### src/rtl/mips_pipeline_hazard_if.sv
// Observation/enable bundle between the five-stage Mips datapath and its
// sequencing controller; the controller uses the slave modport.
interface mips_pipeline_hazard_if #(
  parameter int REG_W = 5,
  parameter int CNT_W = 32
);
  logic [REG_W-1:0] ifIdRs;
  logic [REG_W-1:0] ifIdRt;
  logic             ifIdUsesRt;
  logic             idExMemRead;
  logic [REG_W-1:0] idExRt;
  logic             branchTaken;
  logic             exMemMemOp;
  logic             memAck;
  logic             memReq;
  logic             pcWrite;
  logic             ifIdWrite;
  logic             ifIdFlush;
  logic             idExBubble;
  logic             pipeWrite;
  logic             fault;
  logic [CNT_W-1:0] stallCycles;
  logic [CNT_W-1:0] flushCount;

  // Pipeline/datapath side: publishes register fields and the RAM ack.
  modport master (
    output ifIdRs, ifIdRt, ifIdUsesRt, idExMemRead, idExRt,
    output branchTaken, exMemMemOp, memAck,
    input  memReq, pcWrite, ifIdWrite, ifIdFlush, idExBubble, pipeWrite,
    input  fault, stallCycles, flushCount
  );

  // Controller side.
  modport slave (
    input  ifIdRs, ifIdRt, ifIdUsesRt, idExMemRead, idExRt,
    input  branchTaken, exMemMemOp, memAck,
    output memReq, pcWrite, ifIdWrite, ifIdFlush, idExBubble, pipeWrite,
    output fault, stallCycles, flushCount
  );
endinterface

### src/rtl/mips_pipeline_hazard.sv
// Stall/flush/bubble sequencing for the five-stage Mips core, with a memory
// wait timeout fault. Define MIPS_PIPELINE_HAZARD_PERF_EN for the perf counters.
module mips_pipeline_hazard #(
  parameter int WAIT_MAX = 15,
  parameter int CNT_W    = 32,
  parameter int REG_W    = 5
) (
  input  logic                  clk,
  input  logic                  rst,
  mips_pipeline_hazard_if.slave hz
);

  typedef enum logic [1:0] {
    RUN      = 2'd0,
    MEM_WAIT = 2'd1,
    FAULT    = 2'd2
  } state_t;

  localparam logic [7:0] WAIT_LIMIT = 8'(WAIT_MAX);

  state_t     state_q;
  state_t     state_d;
  logic [7:0] wait_cnt_q;
  logic [7:0] wait_cnt_d;

  logic [REG_W-1:0] ex_rt;
  logic             load_use;

  logic mem_req;
  logic pc_write;
  logic if_id_write;
  logic if_id_flush;
  logic id_ex_bubble;
  logic pipe_write;
  logic fault_out;

  assign ex_rt    = hz.idExRt;
  assign load_use = hz.idExMemRead && (ex_rt != '0) &&
                    ((ex_rt == hz.ifIdRs) || (hz.ifIdUsesRt && (ex_rt == hz.ifIdRt)));

  always_ff @(posedge clk) begin
    if (rst) begin
      state_q    <= RUN;
      wait_cnt_q <= 8'd0;
    end else begin
      state_q    <= state_d;
      wait_cnt_q <= wait_cnt_d;
    end
  end

  // Freeze is the all-zero default; only the unfrozen RUN path raises enables.
  always_comb begin
    state_d      = state_q;
    wait_cnt_d   = wait_cnt_q;
    mem_req      = 1'b0;
    pc_write     = 1'b0;
    if_id_write  = 1'b0;
    if_id_flush  = 1'b0;
    id_ex_bubble = 1'b0;
    pipe_write   = 1'b0;
    fault_out    = 1'b0;
    unique case (state_q)
      RUN: begin
        mem_req = hz.exMemMemOp;
        if (hz.exMemMemOp && !hz.memAck) begin
          state_d    = MEM_WAIT;
          wait_cnt_d = 8'd1;
        end else begin
          pipe_write = 1'b1;
          if (load_use) begin
            id_ex_bubble = 1'b1;
          end else begin
            pc_write    = 1'b1;
            if_id_write = 1'b1;
            if_id_flush = hz.branchTaken;
          end
        end
      end
      MEM_WAIT: begin
        mem_req = 1'b1;
        // The ack cycle stays frozen; the access retires on the following RUN cycle.
        if (hz.memAck) begin
          state_d = RUN;
        end else if (wait_cnt_q == WAIT_LIMIT) begin
          state_d = FAULT;
        end else begin
          wait_cnt_d = wait_cnt_q + 8'd1;
        end
      end
      FAULT: begin
        fault_out = 1'b1;
      end
      default: begin
        state_d = RUN;
      end
    endcase
  end

  assign hz.memReq     = mem_req;
  assign hz.pcWrite    = pc_write;
  assign hz.ifIdWrite  = if_id_write;
  assign hz.ifIdFlush  = if_id_flush;
  assign hz.idExBubble = id_ex_bubble;
  assign hz.pipeWrite  = pipe_write;
  assign hz.fault      = fault_out;

`ifdef MIPS_PIPELINE_HAZARD_PERF_EN
  logic [CNT_W-1:0] stall_cnt_q;
  logic [CNT_W-1:0] flush_cnt_q;

  function automatic logic [CNT_W-1:0] sat_inc(input logic [CNT_W-1:0] v);
    return (&v) ? v : v + 1'b1;
  endfunction

  always_ff @(posedge clk) begin
    if (rst) begin
      stall_cnt_q <= '0;
      flush_cnt_q <= '0;
    end else begin
      if (!pc_write) stall_cnt_q <= sat_inc(stall_cnt_q);
      if (if_id_flush) flush_cnt_q <= sat_inc(flush_cnt_q);
    end
  end

  assign hz.stallCycles = stall_cnt_q;
  assign hz.flushCount  = flush_cnt_q;
`else
  assign hz.stallCycles = {CNT_W{1'b0}};
  assign hz.flushCount  = {CNT_W{1'b0}};
`endif

endmodule

### src/flat_wrapper.sv
// flat-port wrapper written by rule: the top's interface ports become plain ports
module mips_pipeline_hazard_flat 
#(
  parameter int WAIT_MAX = 15,
  parameter int CNT_W    = 32,
  parameter int REG_W    = 5
)
  (clk, rst, hz_ifIdRs, hz_ifIdRt, hz_ifIdUsesRt, hz_idExMemRead, hz_idExRt, hz_branchTaken, hz_exMemMemOp, hz_memAck, hz_memReq, hz_pcWrite, hz_ifIdWrite, hz_ifIdFlush, hz_idExBubble, hz_pipeWrite, hz_fault, hz_stallCycles, hz_flushCount);
  mips_pipeline_hazard_if #(.REG_W(REG_W), .CNT_W(CNT_W)) hz_i ();
  input  logic clk;
  input  logic rst;
  input wire logic [$bits(hz_i.ifIdRs)-1:0] hz_ifIdRs;
  input wire logic [$bits(hz_i.ifIdRt)-1:0] hz_ifIdRt;
  input wire logic [$bits(hz_i.ifIdUsesRt)-1:0] hz_ifIdUsesRt;
  input wire logic [$bits(hz_i.idExMemRead)-1:0] hz_idExMemRead;
  input wire logic [$bits(hz_i.idExRt)-1:0] hz_idExRt;
  input wire logic [$bits(hz_i.branchTaken)-1:0] hz_branchTaken;
  input wire logic [$bits(hz_i.exMemMemOp)-1:0] hz_exMemMemOp;
  input wire logic [$bits(hz_i.memAck)-1:0] hz_memAck;
  output wire logic [$bits(hz_i.memReq)-1:0] hz_memReq;
  output wire logic [$bits(hz_i.pcWrite)-1:0] hz_pcWrite;
  output wire logic [$bits(hz_i.ifIdWrite)-1:0] hz_ifIdWrite;
  output wire logic [$bits(hz_i.ifIdFlush)-1:0] hz_ifIdFlush;
  output wire logic [$bits(hz_i.idExBubble)-1:0] hz_idExBubble;
  output wire logic [$bits(hz_i.pipeWrite)-1:0] hz_pipeWrite;
  output wire logic [$bits(hz_i.fault)-1:0] hz_fault;
  output wire logic [$bits(hz_i.stallCycles)-1:0] hz_stallCycles;
  output wire logic [$bits(hz_i.flushCount)-1:0] hz_flushCount;
  assign hz_i.ifIdRs = hz_ifIdRs;
  assign hz_i.ifIdRt = hz_ifIdRt;
  assign hz_i.ifIdUsesRt = hz_ifIdUsesRt;
  assign hz_i.idExMemRead = hz_idExMemRead;
  assign hz_i.idExRt = hz_idExRt;
  assign hz_i.branchTaken = hz_branchTaken;
  assign hz_i.exMemMemOp = hz_exMemMemOp;
  assign hz_i.memAck = hz_memAck;
  assign hz_memReq = hz_i.memReq;
  assign hz_pcWrite = hz_i.pcWrite;
  assign hz_ifIdWrite = hz_i.ifIdWrite;
  assign hz_ifIdFlush = hz_i.ifIdFlush;
  assign hz_idExBubble = hz_i.idExBubble;
  assign hz_pipeWrite = hz_i.pipeWrite;
  assign hz_fault = hz_i.fault;
  assign hz_stallCycles = hz_i.stallCycles;
  assign hz_flushCount = hz_i.flushCount;
  mips_pipeline_hazard #(.WAIT_MAX(WAIT_MAX), .CNT_W(CNT_W), .REG_W(REG_W)) u_core (.clk(clk), .rst(rst), .hz(hz_i));
endmodule
### config.mk
export PLATFORM = sky130hd
export DESIGN_NAME = mips_pipeline_hazard_flat
export DESIGN_NICKNAME = d
export VERILOG_FILES = /design/src/rtl/mips_pipeline_hazard_if.sv /design/src/rtl/mips_pipeline_hazard.sv /design/src/flat_wrapper.sv
export SDC_FILE = /design/constraint.sdc
export NUM_CORES = 1
export LEC_CHECK = 0
export CORE_MARGIN = 2
export CORE_UTILIZATION = 67
export CTS_BUF_LIST = sky130_fd_sc_hd__clkbuf_16
export DETAILED_ROUTE_END_ITERATION = 10
export DONT_BUFFER_PORTS = 1
export PLACE_DENSITY = 0.95
export SLEW_MARGIN = 20
export SYNTH_ARGS = -nofsm -noshare
export SYNTH_HDL_FRONTEND = slang
export SYNTH_SLANG_ARGS = --single-unit
### constraint.sdc
create_clock -name clk -period 4.5 [get_ports clk]
set_input_delay 0.45 -clock clk [delete_from_list [all_inputs] [get_ports clk]]
set_output_delay 0.45 -clock clk [all_outputs]
set_load 0.01 [all_outputs]
==> impl_metrics.json <==
{
  "status": "complete, no violations",
  "post_cts.resized_instances": 0,
  "ctsLongestPathBuffers": 2,
  "met3_usage_in_global_routing_pct": 4.76,
  "floorplan.initialDensity_pct": 69.2,
  "share_of_synthesized_registers_carrying_an_async_set_or_reset_pct": 0,
  "number_of_nets_in_the_final_layout": 167,
  "detailroute.via_count": 710,
  "final_ant_viol_nets": 0,
  "synth_top_cell_by_area": "sky130_fd_sc_hd__buf_4",
  "core-area_um2": 1670,
  "layout.core_utilization_pct": 59.7,
  "synth-edff-count": 0,
  "place.port_buffers": 0,
  "final_period_minus_worst_setup_slack_ns": 2.24,
  "maxCapViolCount": 0,
  "cts_num_sinks": 10,
  "worst_path_max_delay_cell": "sky130_fd_sc_hd__a21boi_0",
  "boundaryPins": 93,
  "grt_pass1_wl_um": 1910,
  "reg2reg_slack_ns": 2.89,
  "rsz0062_at_grt": "false",
  "crit_path_end_kind": "primary output",
  "number_of_antenna_cells_inserted": 0,
  "final_gp_congestion": 0.807,
  "hold_ws_ns": 0.282,
  "worst_clock_skew_ns": 0.00139,
  "met1_capacity_usage_during_global_routing_pct": 12.0,
  "cts.root.buffer_cell": "sky130_fd_sc_hd__clkbuf_16",
  "detail_route.drc_violations": 0,
  "hpwl_um": 1390,
  "number_of_placement_rows": 15,
  "post_synthesis_cell_area_um2": 1160,
  "post_cts_buffers": 0,
  "number_of_buffer_and_inverter_instances_along_the_worst_setup_path": 0,
  "vdd_ir_drop_max_uv": 307,
  "r2r_cells": 5,
  "critical_path.cell_chain": "nor3b_1 -> a21boi_0",
  "clk_pin_slew_worst_paths_ns": 0.04,
  "drv_slew": 0,
  "global_route.usage.total_pct": 13.0,
  "flow.area_growth_from_synthesis_pct": -13.7,
  "regToRegEndpoint": "u_core.wait_cnt_q[1]$_SDFFE_PP0P_",
  "ys_ff_latch": 10,
  "layout.filler_cells": 150,
  "most_frequent_cells_after_synthesis": "65 x sky130_fd_sc_hd__buf_4, 13 x sky130_fd_sc_hd__xnor2_1, 10 x sky130_fd_sc_hd__dfxtp_1, 10 x sky130_fd_sc_hd__nor2_1, 6 x sky130_fd_sc_hd__nand2_1",
  "die_area_um2": 2070,
  "tritoncts.num_buffers": 3,
  "finalSetupViolCount": 0,
  "start_point_of_the_critical_path": "u_core.state_q[1]$_SDFFE_PP0P_",
  "synthMostInstantiatedCell": "sky130_fd_sc_hd__buf_4",
  "critical_path_depth": 2,
  "grt_pass1_vias": 515,
  "worst_path_setup_slack_after_routing_ns": 2.26,
  "critical_path_class": "reg2out",
  "timing.hold.worst.class": "in2reg",
  "antenna_found_initial": 0,
  "crit-reg2reg-launch": "u_core.wait_cnt_q[0]$_SDFFE_PP0P_",
  "critPathLaunchType": "register",
  "yosys_warnings": 0,
  "chipHeight_um": 45.5,
  "holdCritStartpoint": "rst",
  "grt_max_degree": 8,
  "most_used_flip_flop_cell_after_synthesis": "sky130_fd_sc_hd__dfxtp_1",
  "yosysUniqueCellTypes": 32,
  "post-place-ws_ns": 2.32,
  "worstPathMaxFanout": 7,
  "critical-path-top-delay-family": "compound AO/OA/AOI/OAI gates",
  "routed_wirelength_um": 1600,
  "cp-endpoint": "hz_ifIdWrite",
  "die_width_um": 45.5,
  "layout-drive-gt1-share_pct": 6.29,
  "max-slew-margin-rel_pct": 52.1,
  "slowest_delay_ns": 0.66,
  "critical_path_arrival_ns": 1.79,
  "post_synth_main_area_contributors": "sky130_fd_sc_hd__buf_4 42%, sky130_fd_sc_hd__dfxtp_1 17%, sky130_fd_sc_hd__xnor2_1 9.8%",
  "required_ns": 4.05,
  "design_area_um2": 997,
  "drt-vias-per-instance": 4.44,
  "global_route.usage.met2_pct": 24.5,
  "hold_violations": 0,
  "grt_remaining_overflow": 0,
  "period_share_pct": 49.8,
  "post_cts_hold_buffer_count": 0,
  "post_dp_cell_area_um2": 918,
  "clock_tree.htree_level_count": 1,
  "tightest_slew_ns": 0.712,
  "synthCells": 143,
  "seq_area_frac_synth_pct": 17.3,
  "drt_first_iter_violations": 2,
  "grt_max_usage_layer": "met2",
  "totalNegativeSetupSlack_ns": 0,
  "power.static_leakage_nw": 0.473,
  "clkLatencyLatePin_ns": 0.23,
  "synth.top_cell.area_share_pct": 42.2,
  "cts_tree": "built",
  "route.detailed.wl_per_inst_um": 10.0,
  "fmax_mhz": 446,
  "syn_avg_cell_area_um2": 8.08,
  "drt_pass1_iterations": 4,
  "pwr_density_cell_nw_per_um2": 297
}
[cells by family (layout without fill, tap and decap cells)]
group	Yosys count	after routing	synth area share, %
other cells	1	64	0.324
buf+inv	67	4	42.9
flops	10	10	17.3
simple gates	38	38	20.8
compound gates	12	12	7.04
fa+ha+maj	1	1	1.08
xor+xnor	14	14	10.6
[through the flow]
step	power [mW]	std cells
floorplan	0.180	206
global placement	0.140	156
detailed placement	0.141	156
CTS	0.299	160
global route	0.312	160
finish	0.297	160
[layer usage]
metal	vias up	wire length, µm
met2	38	897
li1	343	-
met3	5	151
met4	0	22
met1	324	529
met5	-	0
[final cells by class]
cell class | instances | area [µm²] | share of cell area, %
clock buffer | 3 | 75.1 | 7.53
multi-input combinational | 129 | 697 | 69.9
sequential | 10 | 200 | 20.1
clock inverter | 1 | 3.75 | 0.376
tap | 17 | 21.3 | 2.13
[placed cells by master, fill, tap and decap left out, types with 2 or more instances in the layout]
cell,synthesis,layout
sky130_fd_sc_hd__and3_1,2,2
sky130_fd_sc_hd__nand2_1,6,6
sky130_fd_sc_hd__nor4_4,2,2
sky130_fd_sc_hd__conb_1,1,64
sky130_fd_sc_hd__clkbuf_16,0,3
sky130_fd_sc_hd__nor2_1,10,10
sky130_fd_sc_hd__xnor2_1,13,13
sky130_fd_sc_hd__dfxtp_1,10,10
sky130_fd_sc_hd__nand4_1,2,2
sky130_fd_sc_hd__a211oi_1,2,2
sky130_fd_sc_hd__nand3_1,2,2
sky130_fd_sc_hd__a21oi_1,4,4
sky130_fd_sc_hd__nor3b_1,2,2
sky130_fd_sc_hd__nor3_1,3,3
[how the worst min path moves through the flow]
stage / end / slack (ns) / cells past startpoint
2_1_floorplan: u_core.wait_cnt_q[0]$_SDFFE_PP0P_ / 0.46 / 1
3_3_place_gp: u_core.wait_cnt_q[0]$_SDFFE_PP0P_ / 0.48 / 1
3_5_place_dp: u_core.wait_cnt_q[0]$_SDFFE_PP0P_ / 0.51 / 1
4_1_cts: u_core.state_q[1]$_SDFFE_PP0P_ / 0.28 / 1
5_1_grt: u_core.state_q[1]$_SDFFE_PP0P_ / 0.28 / 1
6_report: u_core.state_q[1]$_SDFFE_PP0P_ / 0.28 / 1
[where the power goes]
| group | total, mW | internal [mW] | leakage, nW | switching (mW) |
|---|---|---|---|---|
| Clock | 0.156 | 0.116 | 0.0385 | 0.0397 |
| Sequential | 0.0921 | 0.0904 | 0.0809 | 0.00172 |
| Combinational | 0.0485 | 0.0119 | 0.353 | 0.0366 |
[state kept, by name, summed over array words and instances (netlist names)]
name               count
u_core.state_q         2
u_core.wait_cnt_q      8
No activity file was read; power rests on OpenSTA's default activity.
